### src/rtl/apb_master_arb.sv
// rtl/apb_master_arb.sv - two-requester round-robin APB master for the timer register block
// Optional transfer abort when PREADY stalls too long: define APB_ARB_TIMEOUT_EN.

module apb_master_arb #(
  parameter int ADDR_WIDTH = 8,
  parameter int DATA_WIDTH = 8,
  parameter int TIMEOUT    = 16
) (
  input  logic                    PCLK,
  input  logic                    PRESET,
  input  logic [1:0]              req_valid,
  input  logic [1:0]              req_write,
  input  logic [2*ADDR_WIDTH-1:0] req_addr,
  input  logic [2*DATA_WIDTH-1:0] req_wdata,
  output logic [1:0]              grant,
  output logic [1:0]              rsp_valid,
  output logic [DATA_WIDTH-1:0]   rsp_rdata,
  output logic                    rsp_err,
  output logic                    PSEL,
  output logic                    PENABLE,
  output logic                    PWRITE,
  output logic [ADDR_WIDTH-1:0]   PADDR,
  output logic [DATA_WIDTH-1:0]   PWDATA,
  input  logic                    PREADY,
  input  logic                    PSLVERR,
  input  logic [DATA_WIDTH-1:0]   PRDATA
);

  typedef enum logic [1:0] {
    IDLE   = 2'd0,
    SETUP  = 2'd1,
    ACCESS = 2'd2
  } state_t;

  state_t state;
  logic   owner;
  logic   last_owner;
  logic   any_req;
  logic   pick;

`ifdef APB_ARB_TIMEOUT_EN
  localparam int CW = (TIMEOUT < 2) ? 1 : $clog2(TIMEOUT);
  logic [CW-1:0] tcnt;
`endif

  // On a tie the requester that did not complete last goes next.
  always_comb begin
    any_req = |req_valid;
    pick    = 1'b0;
    if (req_valid[0] && req_valid[1]) begin
      pick = ~last_owner;
    end else begin
      pick = req_valid[1];
    end
  end

  always_ff @(posedge PCLK) begin
    if (PRESET) begin
      state      <= IDLE;
      owner      <= 1'b0;
      last_owner <= 1'b1;
      grant      <= 2'b00;
      rsp_valid  <= 2'b00;
      rsp_rdata  <= '0;
      rsp_err    <= 1'b0;
      PSEL       <= 1'b0;
      PENABLE    <= 1'b0;
      PWRITE     <= 1'b0;
      PADDR      <= '1;
      PWDATA     <= '0;
`ifdef APB_ARB_TIMEOUT_EN
      tcnt       <= '0;
`endif
    end else begin
      grant     <= 2'b00;
      rsp_valid <= 2'b00;
      case (state)
        IDLE: begin
          if (any_req) begin
            owner   <= pick;
            PADDR   <= pick ? req_addr[2*ADDR_WIDTH-1:ADDR_WIDTH] : req_addr[ADDR_WIDTH-1:0];
            PWDATA  <= pick ? req_wdata[2*DATA_WIDTH-1:DATA_WIDTH] : req_wdata[DATA_WIDTH-1:0];
            PWRITE  <= pick ? req_write[1] : req_write[0];
            grant   <= pick ? 2'b10 : 2'b01;
            PSEL    <= 1'b1;
            PENABLE <= 1'b0;
            state   <= SETUP;
          end
        end
        SETUP: begin
          PENABLE <= 1'b1;
          state   <= ACCESS;
`ifdef APB_ARB_TIMEOUT_EN
          tcnt    <= '0;
`endif
        end
        ACCESS: begin
          if (PREADY) begin
            rsp_rdata  <= PWRITE ? '0 : PRDATA;
            rsp_err    <= PSLVERR;
            rsp_valid  <= owner ? 2'b10 : 2'b01;
            PSEL       <= 1'b0;
            PENABLE    <= 1'b0;
            PWDATA     <= '0;
            last_owner <= owner;
            state      <= IDLE;
          end
`ifdef APB_ARB_TIMEOUT_EN
          // The cycle that would bring the stall count to TIMEOUT ends the transfer.
          else if (tcnt == CW'(TIMEOUT - 1)) begin
            rsp_rdata  <= '0;
            rsp_err    <= 1'b1;
            rsp_valid  <= owner ? 2'b10 : 2'b01;
            PSEL       <= 1'b0;
            PENABLE    <= 1'b0;
            PWDATA     <= '0;
            last_owner <= owner;
            state      <= IDLE;
          end else begin
            tcnt <= tcnt + 1'b1;
          end
`endif
        end
        default: begin
          state   <= IDLE;
          PSEL    <= 1'b0;
          PENABLE <= 1'b0;
        end
      endcase
    end
  end

endmodule

### config.mk
export PLATFORM = sky130hd
export DESIGN_NAME = apb_master_arb
export DESIGN_NICKNAME = d
export VERILOG_FILES = /design/src/rtl/apb_master_arb.sv
export SDC_FILE = /design/constraint.sdc
export NUM_CORES = 1
export LEC_CHECK = 0
export ABC_AREA = 1
export BUFFER_PORTS_ARGS = -buffer_cell sky130_fd_sc_hd__buf_2
export CORE_MARGIN = 2
export CORE_UTILIZATION = 45
export CTS_CLUSTER_SIZE = 12
export DETAILED_ROUTE_END_ITERATION = 7
export PLACE_DENSITY = 0.79
export SETUP_SLACK_MARGIN = 0.5
export SYNTH_ARGS = -nofsm -noshare
export SYNTH_HDL_FRONTEND = slang
export SYNTH_SLANG_ARGS = --single-unit
export TNS_END_PERCENT = 20
### constraint.sdc
create_clock -name PCLK -period 2.2 [get_ports PCLK]
set_clock_uncertainty 0.2 [all_clocks]
set_input_delay 0.33 -clock PCLK [delete_from_list [all_inputs] [get_ports PCLK]]
set_output_delay 0.33 -clock PCLK [all_outputs]
set_load 0.005 [all_outputs]
== Yosys cells after proc, flatten, opt, wreduce, memory -nomap -nowiden ==
Cells that the tools add are included.
Widths: inputs -> output; s select.
Word-level totals
  register bits: 36
  input bits: 48
  output and inout port bits: 32
  logic and storage cells: 51
Operators by class
  equal/unequal tests: 4
  muxes and demuxes: 18
  bitwise operators: 6
  reductions and logical operators: 11
Operators with widths (number)
  $mux 8: 5
  $pmux 8 s2: 1
  $mux 2: 4
  $not 1->1: 6
  $pmux 1 s3: 2
  $pmux 2 s3: 1
  $reduce_and 2->1: 3
  $reduce_and 3->1: 2
  $reduce_or 3->1: 2
  $mux 1: 5
  $ne 2x2->1 const B: 2
  $eq 2x1->1 const B: 1
  $eq 2x2->1 const B: 1
  $logic_not 2->1: 1
  $reduce_bool 2->1: 1
  $reduce_or 2->1: 1
  $logic_and 1x1->1: 1

== Depth between registers and ports, before layout ==
Gate-level depths: netlist of the first run.
  depth after elaboration: 5
  depth in mapped cells: 7
  gate-level depth less buffers: 7

== Worst setup path after synthesis of the first run ==
Ideal clock, no wire load.
  kind: register -> register
  start: register state[1]
  end: register rsp_err
  library setup time: 116 ps
  arrival time: 936 ps
  data required time: 1884 ps
  setup slack: 948 ps
  cell stages (with the launch flop): 5
  path buffers: 1
  period minus slack after synthesis: 1252 ps
  path through: dfxtp_1 -> nand3_2 -> buf_2 -> o21ai_0 -> nor2_1
On the way
  cells in the longest elaborated chain, start to end: 2
RTL lines
  start: declaration: line 35  | state_t state;
  start signal: assignment: line 59  | state <= IDLE;
  start signal: assignment: line 87  | state <= SETUP;
  start signal: assignment: line 92  | state <= ACCESS;
  $eq 2x2->1: line 77  | case (state)
  $reduce_and 2->1 (no source line)
  end signal: assignment: line 65  | rsp_err <= 1'b0;
  end signal: assignment: line 100  | rsp_err <= PSLVERR;
  end: declaration: line 18  | output logic rsp_err,
Every way passes these cells.
A chain may end at the register's enable or synchronous reset.

==> results of run 1 <==
placed cells by master, fill, tap and decap left out, drive strengths merged:
| master | netlist | routed |
|---|---|---|
| nor3 | 1 | 1 |
| nor2 | 22 | 22 |
| inv | 27 | 28 |
| clkbuf | 0 | 5 |
| dfxtp | 35 | 35 |
| o21ai | 28 | 28 |
| bufinv | 0 | 1 |
| clkinv | 0 | 1 |
| nand2 | 27 | 27 |
| a21oi | 16 | 16 |
| nand3 | 35 | 35 |
| buf | 9 | 79 |
final cells by class:
class                   instances  area [µm²]
clock buffers                   5        37.5
clock inverters                 3        47.5
fillers                       367        1320
inverters                      27         104
multi-input cells             129         703
flip-flops and latches         35         701
well taps                      46        57.6
repair buffers                 79         395
report_power, final:
| group | switching (mW) | leakage (nW) | internal (mW) |
|---|---|---|---|
| registers | 0.0355 | 0.288 | 0.690 |
| logic | 0.174 | 0.709 | 0.132 |
| clock network | 0.239 | 0.0458 | 0.245 |
logic make-up (layout without fill, tap and decap cells):
logic type,Yosys count,in the layout
AND/OR/NAND/NOR,85,85
AO/OA/AOI/OAI,44,44
buffers and inverters,36,114
flip-flops,35,35
final timing paths:
| check | from | cells past startpoint | slack [ps] | to |
|---|---|---|---|---|
| worst min-delay path | req_addr[4] | 3 | 30 | PADDR[4] |
| worst min register to register | owner | 1 | 260 | rsp_valid[0] |
| worst max register to register | state[1] | 5 | 780 | last_owner |
| worst max-delay path | state[1] | 1 | 720 | PENABLE |
layer usage:
| metal | vias to the layer above | share of wire, % | track usage, % |
|---|---|---|---|
| li1 | 805 | - | - |
| met3 | 6 | 7.9 | 7.14 |
| met2 | 55 | 46 | 28.9 |
| met1 | 665 | 44 | 22.9 |
| met5 | - | 0 | 0 |
| met4 | 0 | 1.4 | 6.52 |
metrics by stage:
stage | total power, mW | cell area (µm²) | util (%)
2_1_floorplan | 0.948 | 1590 | -
3_3_place_gp | 1.04 | 1950 | 58.1
3_5_place_dp | 1.05 | 1950 | 58.1
4_1_cts | 1.52 | 2040 | 60.6
5_1_grt | 1.61 | 2050 | 60.8
6_report | 1.52 | 2050 | 60.8
Yosys cell counts:
library cell  instances  area [µm²]
buf_4                 3        22.5
nand3_2               2        20.0
nor2_2                3        18.8
buf_8                 2        30.0
nand2_4               3        33.8
buf_6                 3        33.8
o21ai_1               8        40.0
nor3_1                1        5.00
nor2_8                1        20.0
nand2_2               2        12.5
inv_4                 1        6.26
dfxtp_1              35         701
nand3_1              33         165
o21ai_0              20         100
inv_2                 3        11.3
nand2_8               1        20.0
buf_2                 1        5.00
a21oi_2               9        78.8
inv_1                23        86.3
nand2_1              21        78.8
a21oi_1               7        35.0
nor2_1               18        67.6
sequential cells by signal (all words and copies together) (netlist names), 2 cells and up:
name       flops
PADDR          8
PWDATA         8
rsp_rdata      8
rsp_valid      2
grant          2
state          2
timing repair:
action,4_1_cts,5_1_grt
buffers inserted,0,0
endpoints found under the setup margin,0,4
resized for setup,0,1
==> impl_metrics.ini, run 1 <==
[timing]
tightestPinTransition_ps = 433
setup_ws_ps = 722
slew_violations = 0
finalHoldViolations = 0
fin_tns_setup_ps = 0
period_share_pct = 67.2
rsz0062_at_grt = false
finalSetupViolCount = 0
period_minus_slack_ps = 1480
worst_slew_margin_rel_pct = 71.1
hold_slack_ps = 25.8
fmax_mhz = 677

[clocking]
clkSlewWorstSetupHoldPaths_ps = 120
cts-root-buf = clkbuf_4
clock-sinks = 35
numCtsBuffers = 5
worstSkewPairLatency_ps = 350
cts_hold_buf = 0
cts_max_path_buffers = 2
htree_levels = 2
tritoncts = done

[synth]
synth_top_family_by_area = simple AND/OR/NAND/NOR gates
synth_nets = 248
synth_xor_area_share_pct = 0
yosysSeqAreaShare_pct = 44.0
synth_cells = 200
ys_types = 22
avgSynthCellArea_um2 = 7.96
ys_ff_latch = 35
synth_compound_area_share_pct = 16.0
synthAdderAreaFrac_pct = 0
synthSimpleGateAreaFrac_pct = 27.8
muxShareOfSynthArea_pct = 0
syn_area_mm2 = 0.00159
yosys_warnings = 0

[detailed_routing]
routed_wl_mm = 3.51
drt.antenna.violating_nets = 0
drcViolationCount = 0
vias = 1531
drt_iter0_markers = 81
wire_per_inst_um = 10.8
vias_per_cell = 4.73
drt_first_pass_iters = 4

[critical_path]
crit_slowest_cell = dfxtp_1
required_ps = 1670
arrival_ps = 950
crit_buf_inv = 1
worst_setup_path_start_kind = register
critPathKind = reg2out
cp_top_family = flip-flops
crit_chain = buf_2
crit_path_max_incr_delay_ps = 450
worst-path-max-fanout = 5
worst_setup_path_end_kind = output pin

[global_route]
track_usage_pct = 18.4
grt_pass1_vias = 1307
antenna_found_initial = 0
overflow = 0
grt_pass1_wl_mm = 5.82
grt_max_degree = 20

[status]
status = finished, final reports clean

[floorplanning]
core_area_mm2 = 0.00336
start_util_pct = 47.3
dieArea_mm2 = 0.00403
die_y_um = 63.5
chipWidth_um = 63.5
ios = 80
row_count = 21

[pwr]
p_leak_nw = 1.04
powerDensity_mw_per_mm2 = 741
vdd_drop_max_mv = 0.428

[flow_run]
maxCapViolations = 0

[place]
hpwl_mm = 2.59
placedCellCount = 316
dpl_worst_slack_ps = 493
port_buffers = 79
gp_congestion = 0.715

[cells_and_area]
syn_to_final_growth_pct = 28.5
final_nets = 325
drive_gt1_share_pct = 40.3
instances_no_fill = 324
n_antenna_cell = 0

[hold_path]
hold_class = in2reg
(Power assumes the default switching activity.)
==> run 2, diff against run 1 <==
--- a/config.mk
+++ b/config.mk
@@ -5,13 +5,13 @@
 export SDC_FILE = /design/constraint.sdc
 export NUM_CORES = 1
 export LEC_CHECK = 0
-export ABC_AREA = 1
+export ABC_AREA = 0
 export BUFFER_PORTS_ARGS = -buffer_cell sky130_fd_sc_hd__buf_2
 export CORE_MARGIN = 2
-export CORE_UTILIZATION = 45
+export CORE_UTILIZATION = 43
 export CTS_CLUSTER_SIZE = 12
 export DETAILED_ROUTE_END_ITERATION = 7
-export PLACE_DENSITY = 0.79
+export PLACE_DENSITY = 0.78
 export SETUP_SLACK_MARGIN = 0.5
 export SYNTH_ARGS = -nofsm -noshare
 export SYNTH_HDL_FRONTEND = slang
==> constraint.sdc (replaced) <==
create_clock -name PCLK -period 1.4 [get_ports PCLK]
set_clock_uncertainty 0.2 [all_clocks]
set_input_delay 0.21 -clock PCLK [delete_from_list [all_inputs] [get_ports PCLK]]
set_output_delay 0.21 -clock PCLK [all_outputs]
set_load 0.005 [all_outputs]
==> impl_metrics.ini, run 2 <==
[status]
status = finished, violations left
violations = negative hold slack

[timing]
setup_ws_ps = 76.0
tightestPinTransition_ps = 327
rsz0062_at_grt = true
period_share_pct = 94.6
finalHoldViolations = 18
fmax_mhz = 755
slew_violations = 0
finalSetupViolCount = 0
fin_tns_setup_ps = 0
worst_slew_margin_rel_pct = 78.2
hold_slack_ps = -119
period_minus_slack_ps = 1320

[critical_path]
critPathKind = reg2reg
worstSetupPathDepth = 4
r2r_cells = 4
cp_top_family = flip-flops
worst_setup_path_end_kind = register
crit_path_max_incr_delay_ps = 410
endpoint = rsp_rdata[1]
required_ps = 1480
worst_setup_path_start_kind = register
crit_slowest_cell = dfxtp_4
crit_path_start = state[1]
r2r_end = rsp_rdata[1]
crit_buf_inv = 1
crit_chain = nand2_4, nor4_4, buf_4, a22o_1
worst-path-max-fanout = 8
rrSetupSlack_ps = 80
arrival_ps = 1400
r2r-start = state[1]

[cells_and_area]
mostFrequentLayoutCells = buf_2, dfxtp_1, nand2_1, nor2_1, mux2i_1
finish.utilization_pct = 64.3
final_nets = 279
fillCellCount = 287
top_regs = PADDR: 8 flops, PWDATA: 8 flops, rsp_rdata: 8 flops
drive_gt1_share_pct = 51.3
syn_to_final_growth_pct = 46.1
final_common_cell = buf_2
n_antenna_cell = 0

[synth]
yosysSeqAreaShare_pct = 48.5
syn_area_mm2 = 0.00145
synth_cells = 142
synthFlopType = dfxtp_1
synth_edf_count = 0
yosys_warnings = 0
synth_common_cells = dfxtp_1, nand2_1, nor2_1
synth_nets = 190
yosysMostFrequentCell = dfxtp_1
synth_area_leaders = dfxtp_1, mux2i_1, a22o_1
ys_types = 30
avgSynthCellArea_um2 = 10.2
yosys.area.top_type = dfxtp_1
yosysTopAreaCellShare_pct = 48.5
ys_ff_latch = 35
async_flop_share_pct = 0

[detailed_routing]
drt.antenna.violating_nets = 0
drcViolationCount = 0
vias = 1336
drt_iter0_markers = 34
wire_per_inst_um = 12.0
drt_first_pass_iters = 4
vias_per_cell = 4.81
routed_wl_mm = 3.33

[global_route]
grt_pass1_vias = 1219
track_usage_pct = 18.5
grt_max_degree = 19
antenna_found_initial = 0
overflow = 0
grt_pass1_wl_mm = 5.10

[floorplanning]
die_y_um = 62.0
row_count = 21
core_area_mm2 = 0.00328
start_util_pct = 44.0
chipWidth_um = 62.0
dieArea_mm2 = 0.00384
ios = 80

[hold_path]
hold_class = in2reg
min-delay-start = PRDATA[5]

[pwr]
vdd_drop_max_mv = 0.644
powerDensity_mw_per_mm2 = 1040
p_leak_nw = 1.08

[place]
dpl_worst_slack_ps = -12.2
hpwl_mm = 2.44
port_buffers = 79
gp_congestion = 0.752

[clocking]
cts_max_path_buffers = 2
tritoncts = done
htree_levels = 2
clock-sinks = 35
clkSlewWorstSetupHoldPaths_ps = 100
numCtsBuffers = 5
worstSkewPairLatency_ps = 330
cts-root-buf = clkbuf_4

[flow_run]
maxCapViolations = 0
==> run 2: cell count changes in the layout (fill, tap and decap cells not counted), moves of 9 or more <==
cell / change
nand3_1: -33
inv_1: -20
o21ai_0: -18
mux2i_1: +10
a21oi_2: -9
==> run 2: worst register-to-register path: cells and delay by family, from the launching register on <==
kind | cells | cell delay (ps)
buffers and inverters | 1 | 190
and+or+nand+nor | 2 | 350
AOI/OAI and AO/OA | 1 | 130
DFF | 1 | 410
==> run 2: cells by family (layout without fill, tap and decap cells) <==
| group | Yosys count | after routing | share of synthesized area, % |
|---|---|---|---|
| mux | 10 | 10 | 6.93 |
| buf+inv | 12 | 102 | 6.06 |
| compound gates | 33 | 33 | 19.0 |
| simple gates | 52 | 52 | 19.6 |
| flops | 35 | 35 | 48.5 |
==> run 2: power by group <==
group,internal (mW),switching (mW),leakage (nW)
registers,1.07,0.0494,0.288
logic,0.255,0.208,0.749
clock network,0.295,0.314,0.0386
total,1.62,0.571,1.08
==> run 2: worst min path at each step <==
stage                               to  cells after the start
after global routing      rsp_rdata[5]                      2
after detailed placement  rsp_rdata[5]                      2
after floorplan           rsp_rdata[0]                      1
after global placement    rsp_rdata[6]                      2
after CTS                 rsp_rdata[5]                      2
final                     rsp_rdata[5]                      2
==> run 2: stage by stage <==
stage	std cells	hold WS (ps)	power, mW	cell area [µm²]
global placement	266	222	1.54	1920
detailed placement	266	226	1.55	1920
global route	278	-141	2.32	2110
floorplan	142	136	1.37	1450
CTS	277	-130	2.19	2050
finish	278	-119	2.19	2110
==> run 2: area by class of cell <==
type | instances | area (µm²) | share of cell area (%)
Timing Repair Buffer | 91 | 548 | 26.0
Tap cell | 46 | 57.6 | 2.73
Inverter | 3 | 11.3 | 0.533
Clock buffer | 8 | 68.8 | 3.26
Multi-Input combinational cell | 95 | 714 | 33.8
Sequential cell | 35 | 711 | 33.7
==> run 2: per-layer routing <==
layer  vias up  track usage (%)  part of all wire, %
met1       613             19.6                   41
met3         6             7.45                  6.0
li1        670                -                    -
met5         -                0                    0
met4         0             8.21                  1.4
met2        47             32.1                   52
==> run 2: repair_timing <==
action / 4_1_cts / 5_1_grt
setup buffers: 3 / 0
setup endpoints to repair: 67 / 67
resized for setup: 10 / 8
pin swaps: 8 / 5
endpoints found under the hold margin: 18 / 18
gates cloned: 0 / 1
==> run 3, diff against run 2 <==
--- a/config.mk
+++ b/config.mk
@@ -11,6 +11,7 @@
 export CORE_UTILIZATION = 43
 export CTS_CLUSTER_SIZE = 12
 export DETAILED_ROUTE_END_ITERATION = 7
+export MAX_ROUTING_LAYER = met4
 export PLACE_DENSITY = 0.78
 export SETUP_SLACK_MARGIN = 0.5
 export SYNTH_ARGS = -nofsm -noshare
==> impl_metrics.ini, run 3 (same netlist as run 2, synthesis figures left out) <==
[detailed_routing]
wire_per_inst_um = 12.0
drt.antenna.violating_nets = 0
vias_per_cell = 4.81
routed_wl_mm = 3.33
drt_first_pass_iters = 4
vias = 1336
drcViolationCount = 0
drt_iter0_markers = 34

[global_route]
use_met3_pct = 7.25
track_usage_pct = 19.1
grt_busiest_layer = met2
grt_pass1_vias = 1219
use_met2_pct = 32.1
antenna_found_initial = 0
overflow = 0
grt_max_degree = 19
grt_pass1_wl_mm = 5.10
global_route.usage.met1_pct = 19.8

[clocking]
numCtsBuffers = 5
htree_levels = 2
clock-sinks = 35
cts-root-buf = clkbuf_4
worstSkewPairLatency_ps = 330
cts_max_path_buffers = 2
tritoncts = done
clkSlewWorstSetupHoldPaths_ps = 100

[timing]
fmax_mhz = 755
worst_slew_margin_rel_pct = 78.2
setup_ws_ps = 76.0
hold_slack_ps = -119
finalHoldViolations = 18
slew_violations = 0
period_share_pct = 94.6
rsz0062_at_grt = true
period_minus_slack_ps = 1320
fin_tns_setup_ps = 0
tightestPinTransition_ps = 327
finalSetupViolCount = 0

[critical_path]
arrival_ps = 1400
worst_setup_path_start_kind = register
r2r-start = state[1]
critPathKind = reg2reg
crit_slowest_cell = dfxtp_4
crit_chain = nand2_4, nor4_4, buf_4, a22o_1
crit_path_max_incr_delay_ps = 410
worst-path-max-fanout = 8
required_ps = 1480
worst_setup_path_end_kind = register
crit_path_start = state[1]

[place]
placedCellCount = 266
dpl_worst_slack_ps = -12.2
hpwl_mm = 2.44
gp_congestion = 0.762
placed_cell_area_mm2 = 0.00192
port_buffers = 79

[cells_and_area]
fin_area_mm2 = 0.00211
finish.utilization_pct = 64.3
syn_to_final_growth_pct = 46.1
mostFrequentLayoutCells = buf_2, dfxtp_1, nand2_1, nor2_1, mux2i_1
final_nets = 279
top_regs = PADDR: 8 flops, PWDATA: 8 flops, rsp_rdata: 8 flops
n_antenna_cell = 0
drive_gt1_share_pct = 51.3
final_common_cell = buf_2
instances_no_fill = 278

[hold_path]
hold_class = in2reg
min-delay-start = PRDATA[5]

[pwr]
powerDensity_mw_per_mm2 = 1040
power_frac_comb_pct = 21.1
power_frac_clock_pct = 27.8
power_frac_seq_pct = 51.1
p_int_mw = 1.62
vdd_drop_max_mv = 0.645
p_leak_nw = 1.08
swShare_pct = 26.1
power.switching_uw = 571

[flow_run]
maxCapViolations = 0

[floorplanning]
core_area_mm2 = 0.00328
start_util_pct = 44.0
row_count = 21
dieArea_mm2 = 0.00384
ios = 80
chipWidth_um = 62.0
die_y_um = 62.0

[status]
status = finished, violations left
violations = negative hold slack
[run 3: cell counts in the layout (fill, tap and decap cells not counted)]
No cell type changed its count.
[run 3: metal layers]
layer	up-vias	wire [µm]
li1	670	-
met1	613	1370
met2	47	1720
met3	6	195
met4	0	46
met5	-	0
[run 3: stage by stage]
stage / hold WS (ps) / total power [mW]
2_1_floorplan: 136 / 1.37
3_3_place_gp: 222 / 1.54
3_5_place_dp: 226 / 1.55
4_1_cts: -130 / 2.19
5_1_grt: -141 / 2.32
6_report: -119 / 2.19
[run 3: path summary, 6_finish.rpt]
kind / cells past startpoint / end / slack, ps
hold reg to reg: 1 / rsp_valid[0] / 270
setup reg to reg: 4 / rsp_rdata[1] / 80
hold / removal: 2 / rsp_rdata[5] / -120
setup / recovery: 4 / rsp_rdata[1] / 80
[run 3: repair_timing]
item,4_1_cts,5_1_grt
endpoints found under the setup margin,67,67
buffers inserted,3,0
endpoints found under the hold margin,18,18
gates cloned,0,1
gates resized for setup,10,8
pin swaps,8,5
[run 3: layout make-up]
type	instances	area, µm²
repair buffers	91	548
fillers	287	1170
inverters	3	11.3
multi-input cells	95	714
flip-flops and latches	35	711
clock buffers	8	68.8
well taps	46	57.6
[run 3: critical path, delay by kind of cell (launching register included)]
family                 cells  cell delay (ps)
AO/OA/AOI/OAI              1              130
buffers and inverters      1              190
flip-flops                 1              410
AND/OR/NAND/NOR            2              350
[run 3: power groups by stage]
stage	Sequential, mW	Combinational [mW]	Clock [mW]
after CTS	1.12	0.441	0.634
final	1.12	0.463	0.609
after global routing	1.13	0.512	0.681
after detailed placement	1.14	0.411	0
after global placement	1.14	0.404	0
after floorplan	1.14	0.229	0
